File: config.mk
export PLATFORM = sky130hd
export DESIGN_NAME = bcd_to_bin_seq
export DESIGN_NICKNAME = d
export VERILOG_FILES = /design/src/rtl/bcd_to_bin_seq_pkg.sv /design/src/rtl/bcd_to_bin_seq_sub_3_cell.sv /design/src/rtl/bcd_to_bin_seq.sv
export SDC_FILE = /design/constraint.sdc
export NUM_CORES = 1
export LEC_CHECK = 0
export ABC_AREA = 0
export BUFFER_PORTS_ARGS = -buffer_cell sky130_fd_sc_hd__buf_4
export CELL_PAD_IN_SITES_DETAIL_PLACEMENT = 0
export CELL_PAD_IN_SITES_GLOBAL_PLACEMENT = 1
export CORE_ASPECT_RATIO = 0.5
export CORE_MARGIN = 1
export CORE_UTILIZATION = 40
export DETAILED_ROUTE_END_ITERATION = 10
export PLACE_DENSITY = 0.74
export SYNTH_ARGS = -nofsm -noshare
export SYNTH_HDL_FRONTEND = slang
export SYNTH_SLANG_ARGS = --single-unit
File: constraint.sdc
create_clock -name clk -period 2.08 [get_ports clk]
set_input_delay 0.104 -clock clk [delete_from_list [all_inputs] [get_ports clk]]
set_output_delay 0.104 -clock clk [all_outputs]
set_load 0.01 [all_outputs]
File: src/rtl/bcd_to_bin_seq_pkg.sv
// Shared definitions for the bcd_to_bin_seq converter: FSM states and BCD digit constants.
package bcd_to_bin_seq_pkg;

  typedef enum logic [1:0] {
    IDLE  = 2'd0,
    SHIFT = 2'd1,
    DONE  = 2'd2
  } state_t;

  localparam int unsigned BCD_DIGIT_W   = 4;
  localparam int unsigned BCD_MAX_DIGIT = 9;

endpackage

File: src/rtl/bcd_to_bin_seq_sub_3_cell.sv
// Reverse double-dabble digit correction: any digit >= 8 after the right shift loses 3.
module bcd_to_bin_seq_sub_3_cell
  import bcd_to_bin_seq_pkg::*;
(
  input  logic [BCD_DIGIT_W-1:0] din,
  output logic [BCD_DIGIT_W-1:0] dout
);

  always_comb begin
    dout = din;
    if (din[BCD_DIGIT_W-1]) begin
      dout = din - BCD_DIGIT_W'(3);
    end
  end

endmodule

File: src/rtl/bcd_to_bin_seq.sv
// Iterative BCD-to-binary converter (reverse double dabble), one result bit per clock.
// Define BCD_ERR_CHECK_EN to reject inputs containing a digit above 9 via err.
module bcd_to_bin_seq
  import bcd_to_bin_seq_pkg::*;
#(
  parameter int unsigned DIGITS = 4,
  parameter int unsigned BIN_W  = 14
) (
  input  logic                            clk,
  input  logic                            rst_n,
  input  logic                            start,
  input  logic [BCD_DIGIT_W*DIGITS-1:0]   bcd_in,
  output logic                            busy,
  output logic                            done,
  output logic [BIN_W-1:0]                bin_out,
  output logic                            err
);

  localparam int unsigned BCD_W = BCD_DIGIT_W * DIGITS;
  localparam int unsigned CNT_W = (BIN_W > 1) ? $clog2(BIN_W) : 1;

  state_t             state, state_nxt;
  logic [BCD_W-1:0]   bcd_q;
  logic [BIN_W-1:0]   bin_q;
  logic [CNT_W-1:0]   cnt_q;
  logic [BIN_W-1:0]   bin_out_q;
  logic [BCD_W-1:0]   bcd_shifted;
  logic [BCD_W-1:0]   bcd_fixed;
  logic [BIN_W-1:0]   bin_shifted;
  logic               last;
  logic               invalid;
  logic               accept;

  // Right shift of the concatenated {bcd, bin} register.
  assign bcd_shifted = bcd_q >> 1;
  assign bin_shifted = {bcd_q[0], bin_q[BIN_W-1:1]};
  assign last        = (cnt_q == '0);
  assign accept      = (state == IDLE) && start;

  for (genvar g = 0; g < DIGITS; g++) begin : g_cell
    bcd_to_bin_seq_sub_3_cell u_sub_3_cell (
      .din  (bcd_shifted[g*BCD_DIGIT_W +: BCD_DIGIT_W]),
      .dout (bcd_fixed[g*BCD_DIGIT_W +: BCD_DIGIT_W])
    );
  end

`ifdef BCD_ERR_CHECK_EN
  logic err_q;

  always_comb begin
    invalid = 1'b0;
    for (int unsigned i = 0; i < DIGITS; i++) begin
      if (bcd_in[i*BCD_DIGIT_W +: BCD_DIGIT_W] > BCD_DIGIT_W'(BCD_MAX_DIGIT)) begin
        invalid = 1'b1;
      end
    end
  end

  always_ff @(posedge clk or negedge rst_n) begin
    if (!rst_n) begin
      err_q <= 1'b0;
    end else if (accept && invalid) begin
      err_q <= 1'b1;
    end else if ((state == SHIFT) && last) begin
      err_q <= 1'b0;
    end
  end

  assign err = err_q;
`else
  assign invalid = 1'b0;
  assign err     = 1'b0;
`endif

  always_ff @(posedge clk or negedge rst_n) begin
    if (!rst_n) begin
      state <= IDLE;
    end else begin
      state <= state_nxt;
    end
  end

  always_comb begin
    state_nxt = state;
    unique case (state)
      IDLE: begin
        if (start) begin
          state_nxt = invalid ? DONE : SHIFT;
        end
      end
      SHIFT: begin
        if (last) begin
          state_nxt = DONE;
        end
      end
      DONE:    state_nxt = IDLE;
      default: state_nxt = IDLE;
    endcase
  end

  always_comb begin
    busy = (state == SHIFT);
    done = (state == DONE);
  end

  // bin_out is captured from the final shift so it is valid on the same edge as DONE entry.
  always_ff @(posedge clk or negedge rst_n) begin
    if (!rst_n) begin
      bcd_q     <= '0;
      bin_q     <= '0;
      cnt_q     <= '0;
      bin_out_q <= '0;
    end else begin
      if (accept) begin
        if (invalid) begin
          bin_out_q <= '0;
        end else begin
          bcd_q <= bcd_in;
          bin_q <= '0;
          cnt_q <= CNT_W'(BIN_W - 1);
        end
      end else if (state == SHIFT) begin
        bcd_q <= bcd_fixed;
        bin_q <= bin_shifted;
        if (last) begin
          bin_out_q <= bin_shifted;
        end else begin
          cnt_q <= cnt_q - CNT_W'(1);
        end
      end
    end
  end

  assign bin_out = bin_out_q;

endmodule
==> impl_results.md, run 1 <==
* Cells after Synth at 180
* Drt wl/cell at 14.6 um
* Wl on met1 at roughly 2200 um
* Setup violators final at 0
* Max Freq at 498 MHz
* Core ar. at 5110 sq um
* Largest net degree at the start of global routing at 50
* FF/Latch Area at 1230 sq um
* TritonRoute pass-1 iters at 4
* TritonCTS Buffers at 5
* IO Pins at 36
* DR vias at 1472
* Via density at 5.11
* Post-Route WL at 4190 um
* Max VDD drop at 0.537 mV
* First-pass GRT wire length at 6840 um
* Status: finished, final reports clean
* Crit path DAT at 2.20 ns
* GRT Util Overall at between 10% and 20%
* Final period utilization at ~97%
* Worst Path Buf+Inv at 2
* # diodes at 0
* Filler Cell Count at around 450
* Grt ovf at 0
* RSZ-0062 raised after global routing: no
* Post-route minimum period at 2.01 ns
* Clock-pin slew on the worst setup and hold paths at 0.10 ns
* Fin util at 51.9%
* CTS tree: built
* Num rows at 18
* Die width at between 100 and 150 um
* Final #Nets at 240
* Htree depth at 2
* Pwr Density at between 1000 and 1500 nW/um^2
* Kind of critical path: reg -> reg
* Vias in the first global route at 1367
* Post-Syn Area at approximately 2200 sq um
* Clk Latency, worst-skew pair at 0.30 ns
* Syn. warnings at 0
* Clk sinks at 49
* Root buf cell: clkbuf_8
* Max Cap Viol at 0
* RePlAce Congestion at between 0.7 and 0.8
* Final Hold Fails at 0
* PnR worst setup slack at 0.0724 ns
* Worst Hold Class: in -> reg
* R2r setup slk at 0.07 ns
* #FFs+latches synth at 49
* CP max FO at 15
* Post-synthesis sequential area ratio at 55.6%
* Setup Skew at 0.00908 ns
* CP Launch Type: register
* PostCTS Resize Cnt at 0
* CP Capture Type: register
* Placed cell count at 278
* Max Root-Sink Buffers at 2
* Routed wl met2 at between 1500 and 2000 um
* Pwr Total at 3.63 mW
* Iteration-0 DRC count of the detailed router at 50
* DRT antenna net count at 0
* Mapped Nets at about 200
* Critical-path cell list: inv_1 -> ha_1 -> or3b_4 -> or3_1 -> buf_12 -> mux2_4
* Area Growth Syn to Fin at 20.1%
* Initial core utilization at 43.2%
* LEAKAGE at 1.29 nW
* Multi-input gate area at 893 sq um
* Top layer in use: met4
* CP max stage delay at 0.41 ns
* Layout cells sized above 1 at 31.2%
* Antenna violations before repair at 0
* Dpl ws at 0.0743 ns
* Worst Max-Slew Pin Slew at 1.06 ns
* Post-route DRC violation count at 0
* Die outline height at 54.5 um
* Port Buffers at 34
* Relative slew slack at 29.4%
* Wire length on met3 at 107 um
* Finished Layout Cells at 288
* CP delay by family, top: simple AND/OR/NAND/NOR gates
* Max Transition Viols Final at 0
* Die Footprint at 5840 sq um
* Setup TNS at 0 ns
* Data required, critical path at 2.27 ns
* HPWL after detailed placement at 2860 um
* Cell variety after synth at 36
* Synthesized area per cell at about 12 sq um
* CP max-delay cell: dfrtp_1
layer usage:
layer  vias up  GRT usage [%]
met1       718           21.9
met2        22           24.3
li1        730              -
met3         2           4.05
met5         -              0
met4         0           4.57
registers in the layout, summed over array words and instances, names as in the netlist:
| signal | flops |
|---|---|
| state | 2 |
| cnt_q | 4 |
| bin_q | 13 |
| bin_out | 14 |
| bcd_q | 16 |
repair_timing:
| item | CTS | global route |
|---|---|---|
| hold endpoints to repair | 49 | 0 |
| endpoints found under the setup margin | 0 | 2 |
| hold buffers | 1 | 0 |
| setup buffers | 0 | 1 |
Yosys cell counts:
library cell	n	area, sq um
a211oi_1	4	30.0
a21oi_1	2	10.0
a22o_1	14	123
a22oi_1	5	37.5
a311oi_1	1	8.76
a31oi_1	4	25.0
a32oi_1	3	26.3
buf_1	1	3.75
buf_12	1	20.0
buf_4	1	7.51
buf_6	1	11.3
clkbuf_1	8	30.0
conb_1	1	3.75
dfrtp_1	49	1230
ha_1	4	50.1
inv_1	5	18.8
mux2_2	5	56.3
mux2_4	9	135
mux2i_1	3	30.0
nand2_1	13	48.8
nand4_1	2	12.5
nor2_1	6	22.5
nor2b_1	8	50.1
nor3b_1	1	7.51
o21ai_0	9	45.0
o21ba_2	1	10.0
o21bai_1	1	7.51
o221ai_1	1	8.76
o31ai_1	6	45.0
o41ai_1	1	8.76
or3_1	1	6.26
or3b_2	1	8.76
or3b_4	1	11.3
or4_2	1	8.76
xnor2_1	3	26.3
xor2_1	3	26.3
final timing paths:
| check | start | to | cells after the start |
|---|---|---|---|
| max in group asynchronous | rst_n | bin_out[6]$_DFFE_PN0P_ | 2 |
| setup / recovery | cnt_q[0]$_DFFE_PN0P_ | bin_out[11]$_DFFE_PN0P_ | 6 |
| setup reg to reg | cnt_q[0]$_DFFE_PN0P_ | bin_out[11]$_DFFE_PN0P_ | 6 |
| hold / removal | bcd_in[15] | bcd_q[15]$_DFFE_PN0P_ | 2 |
| hold reg to reg | bcd_q[13]$_DFFE_PN0P_ | bcd_q[13]$_DFFE_PN0P_ | 2 |
| min in group asynchronous | rst_n | bcd_q[9]$_DFFE_PN0P_ | 2 |
area by class of cell:
class                      count  share of cell area [%]
clock inverter                 3                   0.991
multi-input combinational    114                    33.7
clock buffer                   5                    2.60
inverter                       5                   0.708
timing repair buffer          42                    12.5
sequential                    49                    46.2
tap                           70                    3.30
cell families after synthesis:
kind of cell | Yosys count | share of synthesized area [%]
AOI/OAI and AO/OA | 52 | 17.5
DFF | 49 | 55.6
and+or+nand+nor | 34 | 7.99
muxes | 17 | 10.0
buffers and inverters | 17 | 4.14
xor gates and xnor gates | 6 | 2.38
adders and majority gates | 4 | 2.27
other | 1 | 0.170
placed cells by master, fill, tap and decap left out, types with 2 or more instances in the layout:
| master | count |
|---|---|
| clkinvlp_4 | 2 |
| a32oi_1 | 3 |
| ha_1 | 4 |
| nand2_1 | 13 |
| inv_1 | 5 |
| mux2_4 | 9 |
| nor2_1 | 6 |
| xnor2_1 | 3 |
| dfrtp_1 | 49 |
| clkbuf_8 | 5 |
| o21ai_0 | 9 |
| a22o_1 | 14 |
| a31oi_1 | 4 |
| mux2_2 | 5 |
| buf_4 | 40 |
| nor2b_1 | 8 |
| a211oi_1 | 4 |
| a21oi_1 | 2 |
| xor2_1 | 3 |
| nand4_1 | 2 |
| mux2i_1 | 3 |
| a22oi_1 | 5 |
| o31ai_1 | 6 |
through the flow:
stage | hold slack [ns] | instance area (sq um)
floorplan | -0.192 | 2210
global placement | 0.164 | 2540
detailed placement | 0.161 | 2540
CTS | 0.00799 | 2640
global route | 0.0133 | 2650
finish | 0.0220 | 2650
where the power goes:
| group | switching, mW | total, mW | internal, mW |
|---|---|---|---|
| clock network | 0.349 | 0.594 | 0.245 |
| registers | 0.336 | 1.69 | 1.35 |
| logic | 0.605 | 1.35 | 0.741 |
| total | 1.29 | 3.63 | 2.34 |
(Power assumes the default switching activity.)
==> inputs of run 2 (changes only) <==
--- a/config.mk
+++ b/config.mk
@@ -6,7 +6,9 @@
 export NUM_CORES = 1
 export LEC_CHECK = 0
 export ABC_AREA = 0
+export ABC_CLOCK_PERIOD_IN_PS = 2080
 export BUFFER_PORTS_ARGS = -buffer_cell sky130_fd_sc_hd__buf_4
+export CAP_MARGIN = 20
 export CELL_PAD_IN_SITES_DETAIL_PLACEMENT = 0
 export CELL_PAD_IN_SITES_GLOBAL_PLACEMENT = 1
 export CORE_ASPECT_RATIO = 0.5
==> constraint.sdc (replaced) <==
create_clock -name clk -period 2.08 [get_ports clk]
set_input_delay 0.104 -clock clk [delete_from_list [all_inputs] [get_ports clk]]
set_output_delay 0.104 -clock clk [all_outputs]
set_load 0.05 [all_outputs]
==> impl_results.md, run 2 (synthesized netlist as in run 1, its figures left out) <==
* Critical-path cell list: inv_1 -> ha_1 -> or3b_4 -> or3_1 -> buf_12 -> mux2_4 (unchanged)
* DR vias at 1497 (was 1472)
* Largest net degree at the start of global routing at 50 (unchanged)
* Initial core utilization at 43.2% (unchanged)
* Max reg flops at 16 (unchanged)
* Port Buffers at 34 (unchanged)
* Die outline height at 54.5 um (unchanged)
* Max VDD drop at 0.580 mV (was 0.537 mV)
* CP Launch Type: register (unchanged)
* Relative slew slack at 29.3% (was 29.4%)
* CP max-delay cell: dfrtp_1 (unchanged)
* Psw at 1.57 mW (was 1.29 mW)
* Data required, critical path at 2.27 ns (about the same)
* Final Hold Fails at 0 (unchanged)
* Die width at 107 um (unchanged)
* Critical R2R Launch: cnt_q[0]$_DFFE_PN0P_ (unchanged)
* # diodes at 0 (unchanged)
* Net Sw Frac at 40.4% (was 35.6%)
* Num rows at 18 (unchanged)
* Setup violators final at 0 (unchanged)
* Max Root-Sink Buffers at 2 (unchanged)
* Post-Route WL at 4010 um (was 4190 um)
* Root buf cell: clkbuf_8 (unchanged)
* Grt ovf at 0 (unchanged)
* Pwr Density at 1480 nW/um^2 (was 1370 nW/um^2)
* RePlAce Congestion at 0.726 (was 0.720)
* Worst Hold Class: in -> reg (unchanged)
* CP max stage delay at 0.42 ns (was 0.41 ns)
* Max Cap Viol at 0 (unchanged)
* Clk Latency, worst-skew pair at 0.30 ns (about the same)
* Dpl ws at 0.0720 ns (was 0.0743 ns)
* Vias in the first global route at 1336 (was 1367)
* PostCTS Resize Cnt at 0 (unchanged)
* PnR worst setup slack at 0.0754 ns (was 0.0724 ns)
* RSZ-0062 raised after global routing: no (unchanged)
* CTS tree: built (unchanged)
* Worst Max-Slew Pin Slew at 1.06 ns (about the same)
* DRT antenna net count at 0 (unchanged)
* Via density at 5.23 (was 5.11)
* Pwr Total at 3.89 mW (was 3.63 mW)
* CP max FO at 15 (unchanged)
* Area Growth Syn to Fin at 19.0% (was 20.1%)
* Final #Nets at 238 (was 240)
* CP Capture Type: register (unchanged)
* Commonest non-fill, non-tap cell in the layout: dfrtp_1 (unchanged)
* Clock group share of total power at 14.5% (was 16.4%)
* Clock-pin slew on the worst setup and hold paths at 0.09 ns (was 0.10 ns)
* Commonest cells after routing, fill and taps aside: dfrtp_1, buf_4, a22o_1 (unchanged)
* Max Freq at 499 MHz (was 498 MHz)
* Kind of critical path: reg -> reg (unchanged)
* HPWL after detailed placement at 2730 um (was 2860 um)
* Htree depth at 2 (unchanged)
* GRT Util Overall at 15.1% (was 15.7%)
* Setup Skew at 0.00910 ns (was 0.00908 ns)
* First-pass GRT wire length at 6600 um (was 6840 um)
* Post-route DRC violation count at 0 (unchanged)
* Multi-input gate area at 893 sq um (unchanged)
* Max Transition Viols Final at 0 (unchanged)
* Antenna violations before repair at 0 (unchanged)
* Layout cells sized above 1 at 30.1% (was 31.2%)
* IO Pins at 36 (unchanged)
* FF/Latch Area at 1230 sq um (unchanged)
* Die Footprint at 5840 sq um (unchanged)
* Core ar. at 5110 sq um (unchanged)
* Hold_sp: bcd_in[15] (unchanged)
* Internal power at 2.32 mW (was 2.34 mW)
* Final period utilization at 96.4% (was 96.5%)
* Status: finished, final reports clean (unchanged)
* Combinational Power Share at 42.2% (was 37.1%)
* Post-route minimum period at 2.00 ns (was 2.01 ns)
* Most flop-heavy register: bcd_q (unchanged)
* LEAKAGE at 1.28 nW (was 1.29 nW)
* TritonRoute pass-1 iters at 4 (unchanged)
* Critical Path Start: cnt_q[0]$_DFFE_PN0P_ (unchanged)
* Clk sinks at 49 (unchanged)
* Crit path DAT at 2.20 ns (about the same)
* Setup TNS at 0 ns (unchanged)
* Drt wl/cell at 14.0 um (was 14.6 um)
* Seq pwr share at 43.3% (was 46.5%)
* Filler Cell Count at 470 (was 452)
* TritonCTS Buffers at 5 (unchanged)
* Iteration-0 DRC count of the detailed router at 90 (was 50)
run 2: cell count changes in the layout (fill, tap and decap cells not counted):
cell / change
buf_4: -2
clkinvlp_4: -2
clkbuf_1: +1
clkinv_2: +1
inv_6: +1
inv_8: -1
run 2: worst max-delay path, delay by kind of cell, from the launching register on:
family,cells,cell delay [ns]
adder cells (fa/ha/maj),1,0.17
flip-flops,1,0.42
buffers and inverters,2,0.25
multiplexers,1,0.29
AND/OR/NAND/NOR,2,0.76
run 2: power groups by stage:
stage | Sequential, mW | Clock [mW] | Combinational [mW]
global route | 1.75 | 0.618 | 1.80
global placement | 1.70 | 0 | 1.63
CTS | 1.69 | 0.578 | 1.67
finish | 1.69 | 0.565 | 1.64
floorplan | 1.97 | 0 | 0.926
detailed placement | 1.71 | 0 | 1.66
run 2: final cells by class:
| class | count | area share (%) |
|---|---|---|
| Multi-Input combinational cell | 114 | 34.0 |
| Clock buffer | 6 | 2.76 |
| Sequential cell | 49 | 46.7 |
| Tap cell | 70 | 3.33 |
| Clock inverter | 2 | 0.524 |
| Inverter | 5 | 0.714 |
| Timing Repair Buffer | 40 | 12.0 |
run 2: routing by layer:
metal  GRT usage (%)  vias to the layer above  share of wire (%)
li1                -                      731                  -
met1            21.9                      740                 53
met5               0                        -                  0
met3            3.93                        3                2.8
met4            4.11                        0               0.47
met2            22.5                       23                 44
run 2: worst paths after layout:
kind | end | slack (ns) | cells after the start
worst max-delay path | bin_out[5]$_DFFE_PN0P_ | 0.08 | 6
worst min-delay path | bcd_q[15]$_DFFE_PN0P_ | 0.02 | 2
worst max register to register | bin_out[5]$_DFFE_PN0P_ | 0.08 | 6
worst min register to register | bcd_q[14]$_DFFE_PN0P_ | 0.50 | 2
max in group asynchronous | bcd_q[3]$_DFFE_PN0P_ | 1.32 | 2
min in group asynchronous | bcd_q[10]$_DFFE_PN0P_ | 0.35 | 2
run 2: what timing repair did:
item / CTS / global route
hold buffers: 1 / 0
buffers inserted: 0 / 0
endpoints found under the hold margin: 49 / 0
run 2: per-stage QoR:
stage	std cells	hold slack [ns]	utilization (%)	instance area, sq um
final	286	0.0178	51.4	2630
after global routing	286	0.0219	51.4	2630
after CTS	286	0.00920	51.4	2630
after detailed placement	277	0.163	49.5	2530
after global placement	277	0.162	49.5	2530
after floorplan	180	-0.192	-	2210
